===== src/rtl/decryption_pkg.sv =====
// rtl/decryption_pkg.sv - shared constants and FSM state type for the decryption stages
package decryption_pkg;

  localparam int                D_WIDTH                = 8;
  localparam int                KEY_WIDTH              = 8;
  localparam int                MAX_NOF_CHARS          = 50;
  localparam logic [D_WIDTH-1:0] START_DECRYPTION_TOKEN = 8'hFA;

  typedef enum logic [1:0] {
    ST_IDLE    = 2'd0,
    ST_DECRYPT = 2'd1,
    ST_FLUSH   = 2'd2
  } state_t;

endpackage


===== src/rtl/scytale_char_buffer.sv =====
// rtl/scytale_char_buffer.sv - ciphertext byte store with one write port and a registered read
module scytale_char_buffer #(
  parameter int D_WIDTH = 8,
  parameter int DEPTH   = 50,
  parameter int AW      = 6
) (
  input  logic               clk,
  input  logic               rst_n,
  input  logic               i_wr_en,
  input  logic [AW-1:0]      i_wr_addr,
  input  logic [D_WIDTH-1:0] i_wr_data,
  input  logic               i_rd_en,
  input  logic [AW-1:0]      i_rd_addr,
  output logic [D_WIDTH-1:0] o_rd_data
);

  logic [D_WIDTH-1:0] r_mem [DEPTH];
  logic [D_WIDTH-1:0] r_rd_data;

  // Storage array; contents carry no reset so it maps onto plain RAM.
  always_ff @(posedge clk) begin
    if (i_wr_en) begin
      r_mem[i_wr_addr] <= i_wr_data;
    end
  end

  // Read register doubles as the plaintext output register, so it is reset to 0.
  always_ff @(posedge clk) begin
    if (!rst_n) begin
      r_rd_data <= '0;
    end else if (i_rd_en) begin
      r_rd_data <= r_mem[i_rd_addr];
    end
  end

  assign o_rd_data = r_rd_data;

endmodule


===== src/rtl/scytale_decryption.sv =====
// rtl/scytale_decryption.sv - streaming Scytale decryption: collect, validate, emit transposed
module scytale_decryption #(
  parameter int                  D_WIDTH                = decryption_pkg::D_WIDTH,
  parameter int                  KEY_WIDTH              = decryption_pkg::KEY_WIDTH,
  parameter int                  MAX_NOF_CHARS          = decryption_pkg::MAX_NOF_CHARS,
  parameter logic [D_WIDTH-1:0]  START_DECRYPTION_TOKEN = decryption_pkg::START_DECRYPTION_TOKEN
) (
  input  logic                 clk,
  input  logic                 rst_n,
  input  logic [D_WIDTH-1:0]   data_i,
  input  logic                 valid_i,
  input  logic [KEY_WIDTH-1:0] key_N,
  input  logic [KEY_WIDTH-1:0] key_M,
  output logic                 busy,
  output logic [D_WIDTH-1:0]   data_o,
  output logic                 valid_o,
  output logic                 err_o
);

  import decryption_pkg::*;

  localparam int CW = $clog2(MAX_NOF_CHARS + 1);
  localparam int AW = $clog2(MAX_NOF_CHARS);
  localparam int PW = 2 * KEY_WIDTH;

  state_t               r_state, w_state_nxt;
  logic [CW-1:0]        r_count, w_count_nxt;
  logic                 r_ovf, w_ovf_nxt;
  logic [KEY_WIDTH-1:0] r_i, w_i_nxt;
  logic [KEY_WIDTH-1:0] r_j, w_j_nxt;
  logic [KEY_WIDTH-1:0] r_n, w_n_nxt;
  logic [KEY_WIDTH-1:0] r_m, w_m_nxt;
  logic                 r_busy, w_busy_nxt;
  logic                 r_valid, w_valid_nxt;
  logic                 r_err, w_err_nxt;

  logic                 w_wr_en;
  logic                 w_rd_en;
  logic [AW-1:0]        w_rd_addr;
  logic [PW-1:0]        w_prod;
  logic                 w_accept;

  // Key product must equal the byte count exactly; the 0xFFFF reset key can never match.
  assign w_prod   = PW'(key_N) * PW'(key_M);
  assign w_accept = (r_count != '0) && !r_ovf && (w_prod == PW'(r_count));

  // Row-major buffer index of the byte emitted on the next edge; valid messages never exceed the buffer.
  assign w_rd_addr = AW'(r_j) * AW'(r_n) + AW'(r_i);

  scytale_char_buffer #(
    .D_WIDTH (D_WIDTH),
    .DEPTH   (MAX_NOF_CHARS),
    .AW      (AW)
  ) u_buf (
    .clk       (clk),
    .rst_n     (rst_n),
    .i_wr_en   (w_wr_en),
    .i_wr_addr (AW'(r_count)),
    .i_wr_data (data_i),
    .i_rd_en   (w_rd_en),
    .i_rd_addr (w_rd_addr),
    .o_rd_data (data_o)
  );

  // State and control registers; buffer contents live in the sub-module and are not cleared.
  always_ff @(posedge clk) begin
    if (!rst_n) begin
      r_state <= ST_IDLE;
      r_count <= '0;
      r_ovf   <= 1'b0;
      r_i     <= '0;
      r_j     <= '0;
      r_n     <= '0;
      r_m     <= '0;
      r_busy  <= 1'b0;
      r_valid <= 1'b0;
      r_err   <= 1'b0;
    end else begin
      r_state <= w_state_nxt;
      r_count <= w_count_nxt;
      r_ovf   <= w_ovf_nxt;
      r_i     <= w_i_nxt;
      r_j     <= w_j_nxt;
      r_n     <= w_n_nxt;
      r_m     <= w_m_nxt;
      r_busy  <= w_busy_nxt;
      r_valid <= w_valid_nxt;
      r_err   <= w_err_nxt;
    end
  end

  // Next-state logic: collect until the token, validate, then walk columns of the M x N grid.
  always_comb begin
    w_state_nxt = r_state;
    w_count_nxt = r_count;
    w_ovf_nxt   = r_ovf;
    w_i_nxt     = r_i;
    w_j_nxt     = r_j;
    w_n_nxt     = r_n;
    w_m_nxt     = r_m;
    w_busy_nxt  = r_busy;
    w_valid_nxt = 1'b0;
    w_err_nxt   = 1'b0;
    w_wr_en     = 1'b0;
    w_rd_en     = 1'b0;

    case (r_state)
      ST_IDLE: begin
        if (valid_i) begin
          if (data_i == START_DECRYPTION_TOKEN) begin
            if (w_accept) begin
              w_n_nxt     = key_N;
              w_m_nxt     = key_M;
              w_busy_nxt  = 1'b1;
              w_i_nxt     = '0;
              w_j_nxt     = '0;
              w_state_nxt = ST_DECRYPT;
            end else begin
              w_err_nxt   = 1'b1;
              w_count_nxt = '0;
              w_ovf_nxt   = 1'b0;
            end
          end else if (r_count == CW'(MAX_NOF_CHARS)) begin
            w_ovf_nxt = 1'b1;
          end else begin
            w_wr_en     = 1'b1;
            w_count_nxt = r_count + 1'b1;
          end
        end
      end

      ST_DECRYPT: begin
        w_rd_en     = 1'b1;
        w_valid_nxt = 1'b1;
        if (r_j == r_m - 1'b1) begin
          w_j_nxt = '0;
          if (r_i == r_n - 1'b1) begin
            w_state_nxt = ST_FLUSH;
          end else begin
            w_i_nxt = r_i + 1'b1;
          end
        end else begin
          w_j_nxt = r_j + 1'b1;
        end
      end

      ST_FLUSH: begin
        w_busy_nxt  = 1'b0;
        w_count_nxt = '0;
        w_state_nxt = ST_IDLE;
      end

      default: begin
        w_busy_nxt  = 1'b0;
        w_count_nxt = '0;
        w_state_nxt = ST_IDLE;
      end
    endcase
  end

  assign busy    = r_busy;
  assign valid_o = r_valid;
  assign err_o   = r_err;

endmodule


===== config.mk =====
export PLATFORM = sky130hd
export DESIGN_NAME = scytale_decryption
export DESIGN_NICKNAME = d
export VERILOG_FILES = /design/src/rtl/decryption_pkg.sv /design/src/rtl/scytale_char_buffer.sv /design/src/rtl/scytale_decryption.sv
export SDC_FILE = /design/constraint.sdc
export NUM_CORES = 1
export LEC_CHECK = 0
export ABC_AREA = 1
export BUFFER_PORTS_ARGS = -buffer_cell sky130_fd_sc_hd__buf_2
export CELL_PAD_IN_SITES_DETAIL_PLACEMENT = 1
export CELL_PAD_IN_SITES_GLOBAL_PLACEMENT = 1
export CORE_MARGIN = 2
export CORE_UTILIZATION = 55
export DETAILED_ROUTE_END_ITERATION = 12
export GPL_ROUTABILITY_DRIVEN = 0
export PLACE_DENSITY = 0.82
export SYNTH_ARGS = -nofsm -noshare
export SYNTH_HDL_FRONTEND = slang
export SYNTH_SLANG_ARGS = --single-unit

===== constraint.sdc =====
create_clock -name clk -period 9 [get_ports clk]
set_input_delay 0.45 -clock clk [delete_from_list [all_inputs] [get_ports clk]]
set_output_delay 0.45 -clock clk [all_outputs]
set_load 0.005 [all_outputs]

==> results of run 1 <==
-- worst paths after layout --
kind | endpoint | start | depth (start not counted) | slack [ns]
worst max-delay path | u_buf.o_rd_data[5] | r_j[1] | 18 | 3.98
worst min-delay path | r_m[2] | key_M[2] | 3 | 0.23
worst max register to register | u_buf.o_rd_data[5] | r_j[1] | 18 | 3.98
worst min register to register | busy | busy | 2 | 0.48
-- power groups by stage --
stage,Sequential (mW),Clock [mW],Combinational [mW]
final,2.29,1.92,0.513
after CTS,2.29,1.93,0.520
after floorplan,2.33,0,0.359
after detailed placement,2.34,0,0.514
after global placement,2.34,0,0.487
after global routing,2.29,2.00,0.589
-- sequential cells by signal, indices dropped and copies added, names as in the netlist --
register	cells
r_count	6
r_n	8
u_buf.o_rd_data	8
r_ovf	1
u_buf.r_mem	400
r_i	8
err_o	1
valid_o	1
r_state	2
r_j	8
r_m	8
busy	1
-- routing by layer --
layer,vias up,track usage,share of wire
met5,-,0,0
met4,0,0.1478,0.039
met3,163,0.05309,0.063
met2,592,0.5534,0.51
met1,8138,0.3787,0.38
li1,7231,-,-
-- cells by family (layout without fill, tap and decap cells) --
logic type,after synthesis,count (layout)
compound gates,381,381
xor+xnor,52,52
fa+ha+maj,99,99
buf+inv,316,332
flops,452,452
simple gates,816,816
-- layout make-up --
cell class	count	share of cell area
inverters	195	0.03084
well taps	525	0.02749
repair buffers	55	0.01340
clock buffers	61	0.05241
flip-flops and latches	452	0.5461
multi-input cells	1348	0.3205
clock inverters	21	0.009214
-- metrics by stage --
stage	power (mW)	instances	util	area (um2)	hold slack (ns)
after detailed placement	2.850	2575	0.5657	22430	0.4702
after floorplan	2.693	2116	-	22010	0.4402
after global routing	4.881	2657	0.6029	23900	0.2401
final	4.726	2657	0.6029	23900	0.2277
after global placement	2.822	2575	0.5657	22430	0.4535
after CTS	4.743	2657	0.6029	23900	0.2113
-- placed cells by master (no fill, tap or decap), drive strengths merged --
cell type  instances
o22ai             45
nor2             322
clkinvlp           1
clkbuf            61
o21bai             1
xnor2             21
o21ai            207
nand4             22
a21oi             60
a31oi              2
buf               55
a31o               2
a32o               7
dfxtp             52
ha                56
nor4               2
nor3b              2
xor2              31
nor3               6
inv              195
o221ai            45
nand3            101
o211ai             8
fa                43
nand2            355
o21a               2
bufinv             4
nand3b             5
clkinv            16
edfxtp           400
o2111ai            1
or2                1
a21o               1
-- worst max-delay path: cells and delay by family (launching register included) --
kind | cells | cell delay [ns]
XOR/XNOR | 1 | 0.15
flip-flops | 1 | 0.64
buffers and inverters | 5 | 1.22
adder cells (fa/ha/maj) | 5 | 1.79
AND/OR/NAND/NOR | 4 | 0.43
AO/OA/AOI/OAI | 3 | 0.69
==> flow_summary_export.csv, run 1 <==
group,metric,value,unit
placed_design,dp_slack,3.603,ns
detailed_routing,dr.pass1.iters,6,
logic_synthesis,yosysTopAreaCellShare,0.5457,
grt,gr-total-overflow,0,
critical_path,crit_path_start_kind,"flip-flop",
logic_synthesis,ys_top_cells_by_count,"edfxtp_1, nand2_1, nor2_1",
grt,grt_antenna_before_repair,1,
logic_synthesis,yosysSeqAreaShare,0.5930,
detailed_routing,drc,0,
placed_design,post-dp-hpwl,39190,um
layout,n_antenna_cell,0,
timing,setup_slack,3.979,ns
layout,area_growth,8.584,%
pwr,netSwitchingFraction,0.2475,
logic_synthesis,synth_warnings,0,
logic_synthesis,ys.flop_type,"edfxtp_1",
cts,clock_latency,0.61,ns
cts,cts_made_buffers,46,
run,maxCapViolations,0,
critical_path,cp_max_fo,26,
pwr,clockPowerShare,0.407,
critical_path,cpMostUsedCell,"inv_1",
critical_path,critPathSlowestCell,"inv_1",
pwr,seqPwrFrac,0.485,
timing,hold_violations,0,
timing,period_needed,5.021,ns
detailed_routing,avgRoutedWirePerCell,24.00,um
logic_synthesis,yosys.area_share.simple,0.1524,
layout,nFillCells,4286,
grt,grt_pass1_wl,99280,um
critical_path,crit_arrival,5.53,ns
timing,maxSlewViolCount,0,
cts,cts_setup_buffers,0,
logic_synthesis,synth-seq-cells,452,
logic_synthesis,synth_top_family_by_area,"simple AND/OR/NAND/NOR gates",
pwr,leakage,9.205,nW
die,ioPinCount,38,
timing,worst_clock_skew,0.03123,ns
cts,max-clock-path-buffers,3,
die,die_y,204.0,um
logic_synthesis,yosys.cell_count.top_type,"edfxtp_1",
logic_synthesis,synth_compound_area_frac,0.1010,
critical_path,path_class,"flip-flop to flip-flop",
timing,maxSlewHeadroom,0.3066,
layout,multi_input_area,0.007660,mm2
timing,rsz0062_at_grt,"no",
cts,ctsResizeCount,0,
die,row_count,73,
timing,setup_violations,0,
logic_synthesis,syn_avg_cell_area,10.40,um2
critical_path,slowest_delay,0.77,ns
placed_design,port_buffers,37,
pwr,internal_power,3.556,mW
die,dieArea,0.04163,mm2
logic_synthesis,synth_enable_flop_cells,400,
detailed_routing,drt_iter0_markers,1280,
detailed_routing,ant_nets,0,
critical_path,worst_ep_required_time,9.51,ns
timing,period_share,0.5579,
logic_synthesis,ys_async_sr_fraction,0,
logic_synthesis,yosysUniqueCellTypes,48,
timing,fmax,199.2,MHz
timing,max_slew.worst_pin.slew,1.036,ns
cts,cts_sinks,452,
cts,cts.clk_slew.worst_paths,0.06,ns
pwr,comb_power_share,0.109,
logic_synthesis,ys_top_cells_by_area,"edfxtp_1, nand2_1, nor2_1",
cts,ctsHoldBuffers,0,
layout,regArea,0.01305,mm2
die,start_util,0.5552,
grt,track_usage,0.3150,
cts,cts_tree,"yes",
pwr,power_switching,1.170,mW
grt,grt_pass1_vias,17633,
logic_synthesis,syn_area,0.02201,mm2
cts,cts.htree.levels,2,
logic_synthesis,synth_xor_area_frac,0.02257,
critical_path,path_cells,"nand2_1 > inv_1 > fa_1 > ha_1 > ha_1 > inv_1 > fa_1 > inv_1 > ha_1 > xnor2_2 > buf_4 > inv_1 > o21ai_1 > o21ai_1 > nand2_1 > nand3_1 > nand3_1 > a21oi_1",
layout,drive_gt1_frac,0.07317,
pwr,power_density,197.7,mW/mm2
logic_synthesis,yosysTopAreaCell,"edfxtp_1",
logic_synthesis,synth.area.mux_share,0,
die,core-area,0.03964,mm2
worst_hold_path,hold_path_class,"input port to flip-flop",
logic_synthesis,syn_nets,2242,
pwr,peakVddDrop,114.7,uV
grt,grt_max_degree,80,
outcome,run_status,"finished, final reports clean",
timing,finalSetupTns,0,ns
logic_synthesis,synth-adder-area-share,0.07095,
critical_path,end_kind,"flip-flop",
layout,final_net_count,2224,
die,die_w,204.0,um
logic_synthesis,syn_inst,2116,
detailed_routing,drt-vias-per-instance,6.068,
cts,clockRootBuffer,"clkbuf_16",
detailed_routing,wl,63770,um
detailed_routing,vias,16124,
Power figures use the tool's default switching activity.
==> run 2: changes to the inputs <==
--- a/config.mk
+++ b/config.mk
@@ -10,10 +10,10 @@
 export CELL_PAD_IN_SITES_DETAIL_PLACEMENT = 1
 export CELL_PAD_IN_SITES_GLOBAL_PLACEMENT = 1
 export CORE_MARGIN = 2
-export CORE_UTILIZATION = 55
+export CORE_UTILIZATION = 46
 export DETAILED_ROUTE_END_ITERATION = 12
 export GPL_ROUTABILITY_DRIVEN = 0
-export PLACE_DENSITY = 0.82
+export PLACE_DENSITY = 0.73
 export SYNTH_ARGS = -nofsm -noshare
 export SYNTH_HDL_FRONTEND = slang
 export SYNTH_SLANG_ARGS = --single-unit
==> constraint.sdc (replaced) <==
create_clock -name clk -period 4.2 [get_ports clk]
set_input_delay 0.21 -clock clk [delete_from_list [all_inputs] [get_ports clk]]
set_output_delay 0.21 -clock clk [all_outputs]
set_load 0.005 [all_outputs]
==> run 2 against run 1 <==
- the flow now finishes with violations (negative hold slack)
- via count rose by 1.1%
- global-route usage fell by 5.6 points
- fmax rose by 22%
- worst hold slack got worse by 0.23 ns
- die area rose by 19%
- non-clock buffer count rose by 92
- critical path type unchanged
- clock power rose by 120%
- design area rose by 7.2%
- clock skew rose by 0.0029 ns
- sequential cell count did not move
- power rose by 120%
==> flow_summary_export.csv, run 2 (synthesis results as in run 1) <==
group,metric,value,unit
outcome,run_status,"finished, violations left",
outcome,violations,"negative hold slack",
critical_path,critPathCapture,"u_buf.o_rd_data[3]",
layout,largest_reg_flops,400,
grt,grt_pass1_wl,98590,um
layout,final_common_cell,"edfxtp_1",
grt,grt_pass1_vias,17066,
critical_path,crit_path_start,"r_n[2]",
die,row_count,80,
layout,nFillCells,5095,
timing,whs,-0.003904,ns
cts,cts.clk_slew.worst_paths,0.06,ns
placed_design,place_area,0.02336,mm2
timing,worst_clock_skew,0.03409,ns
timing,maxSlewViolCount,0,
critical_path,crit_path_start_kind,"flip-flop",
timing,max_slew.worst_pin.slew,1.210,ns
detailed_routing,dr.pass1.iters,5,
detailed_routing,drt-vias-per-instance,5.726,
detailed_routing,wl,65100,um
die,die_y,222.7,um
die,ioPinCount,38,
worst_hold_path,hold_path_class,"input port to flip-flop",
layout,largest-register,"u_buf.r_mem",
layout,drive_gt1_frac,0.1582,
timing,period_share,0.9763,
critical_path,r2r_slack,0.1,ns
die,core-area,0.04745,mm2
detailed_routing,drt_iter0_markers,1127,
pwr,peakVddDrop,290.9,uV
detailed_routing,ant_nets,0,
timing,setup_violations,0,
timing,finalSetupTns,0,ns
pwr,power_density,413.4,mW/mm2
critical_path,worst_ep_required_time,4.73,ns
grt,grt_max_degree,169,
run,maxCapViolations,0,
worst_hold_path,min-delay-start,"key_M[3]",
die,die_w,222.7,um
pwr,leakage,9.840,nW
cts,clockRootBuffer,"clkbuf_16",
critical_path,crit_arrival,4.63,ns
critical_path,cp_max_fo,8,
timing,setup_slack,0.09962,ns
die,dieArea,0.04961,mm2
detailed_routing,avgRoutedWirePerCell,22.86,um
layout,design_area,0.02562,mm2
critical_path,r2r_end,"u_buf.o_rd_data[3]",
placed_design,dp_slack,-0.5411,ns
timing,maxSlewHeadroom,0.1927,
timing,period_needed,4.100,ns
layout,layout.cells.most_common_list,"edfxtp_1, nand2_1, nor2_1, o21ai_0, inv_1",
pwr,power,10.59,mW
detailed_routing,vias,16308,
timing,hold_violations,2,
critical_path,path_class,"flip-flop to flip-flop",
critical_path,r2r_cells,21,
detailed_routing,drc,0,
cts,cts_sinks,452,
placed_design,post-dp-hpwl,41750,um
critical_path,r2r-start,"r_n[2]",
cts,clock_latency,0.62,ns
cts,cts.htree.levels,2,
cts,cts_made_buffers,48,
grt,gr-total-overflow,0,
layout,final_net_count,2319,
timing,rsz0062_at_grt,"yes",
layout,area_growth,16.41,%
cts,cts_tree,"yes",
cts,max-clock-path-buffers,3,
timing,fmax,243.9,MHz
critical_path,end_kind,"flip-flop",
grt,track_usage,0.2594,
placed_design,port_buffers,37,
die,start_util,0.4639,
grt,grt_antenna_before_repair,1,
## run 2: changes by cell type in the layout (fill, tap and decap cells not counted), sizes merged
| cell | before | now |
|---|---|---|
| buf | 55 | 144 |
| clkinv | 16 | 23 |
| clkbuf | 61 | 63 |
| bufinv | 4 | 5 |
| diode | 0 | 1 |
| dlygate4sd3 | 0 | 1 |
| inv | 195 | 194 |
| nand3 | 101 | 102 |
## run 2: through the flow
stage,cells,utilization
after floorplan,2116,-
after detailed placement,2744,0.4924
after CTS,2835,0.5280
after global routing,2848,0.5400
after global placement,2744,0.4924
final,2848,0.5400
## run 2: layer usage
metal | up-vias | share of wire | wire length [um] | GRT usage
li1 | 7432 | - | - | -
met1 | 8303 | 0.40 | 26180 | 0.3203
met2 | 446 | 0.51 | 33490 | 0.4600
met3 | 127 | 0.047 | 3033 | 0.03438
met4 | 0 | 0.037 | 2388 | 0.1050
met5 | - | 0 | 0 | 0
## run 2: cell type report
class | instances | area, um2 | share of cell area
Inverter | 195 | 739.5 | 0.02886
Tap cell | 615 | 769.5 | 0.03003
Clock buffer | 61 | 1250 | 0.04878
Sequential cell | 452 | 13060 | 0.5099
Timing Repair Buffer | 147 | 1346 | 0.05254
Multi-Input combinational cell | 1349 | 8159 | 0.3184
Clock inverter | 28 | 291.5 | 0.01138
Antenna cell | 1 | 2.502 | 0.00009767
## run 2: worst min-delay path by stage
| stage | end | slack (ns) | cells past startpoint |
|---|---|---|---|
| after floorplan | u_buf.r_mem[0][0] | 0.31 | 0 |
| after global placement | busy | 0.44 | 2 |
| after detailed placement | busy | 0.46 | 2 |
| after CTS | r_ovf | 0.005 | 5 |
| after global routing | r_m[7] | 0.004 | 4 |
| final | r_m[3] | -0.004 | 4 |
## run 2: critical path, stage by stage, from the launching register on
cell and delay, ns:
dfxtp_4 0.36, nand2_2 0.06, inv_2 0.04, fa_1 0.58
ha_4 0.22, ha_4 0.25, inv_1 0.05, fa_1 0.52
inv_2 0.05, ha_4 0.27, inv_2 0.05, o21ai_2 0.17
a21oi_4 0.07, xor2_1 0.19, xor2_1 0.28, xor2_2 0.17
buf_6 0.13, buf_12 0.12, inv_6 0.06, nand2_4 0.08
nand3_4 0.12, a21oi_2 0.18
## run 2: power breakdown
group	switching [mW]	leakage [nW]	internal, mW
clock network	1.81	0.747	2.42
logic	0.854	5.07	0.594
registers	0.00878	4.02	4.90
## run 2: timing repair
item,4_1_cts,5_1_grt
setup endpoints to repair,8,47
endpoints found under the hold margin,0,1
buffers inserted,1,8
gates cloned,1,4
resized for setup,23,133
pin swaps,10,49
hold buffers,0,1
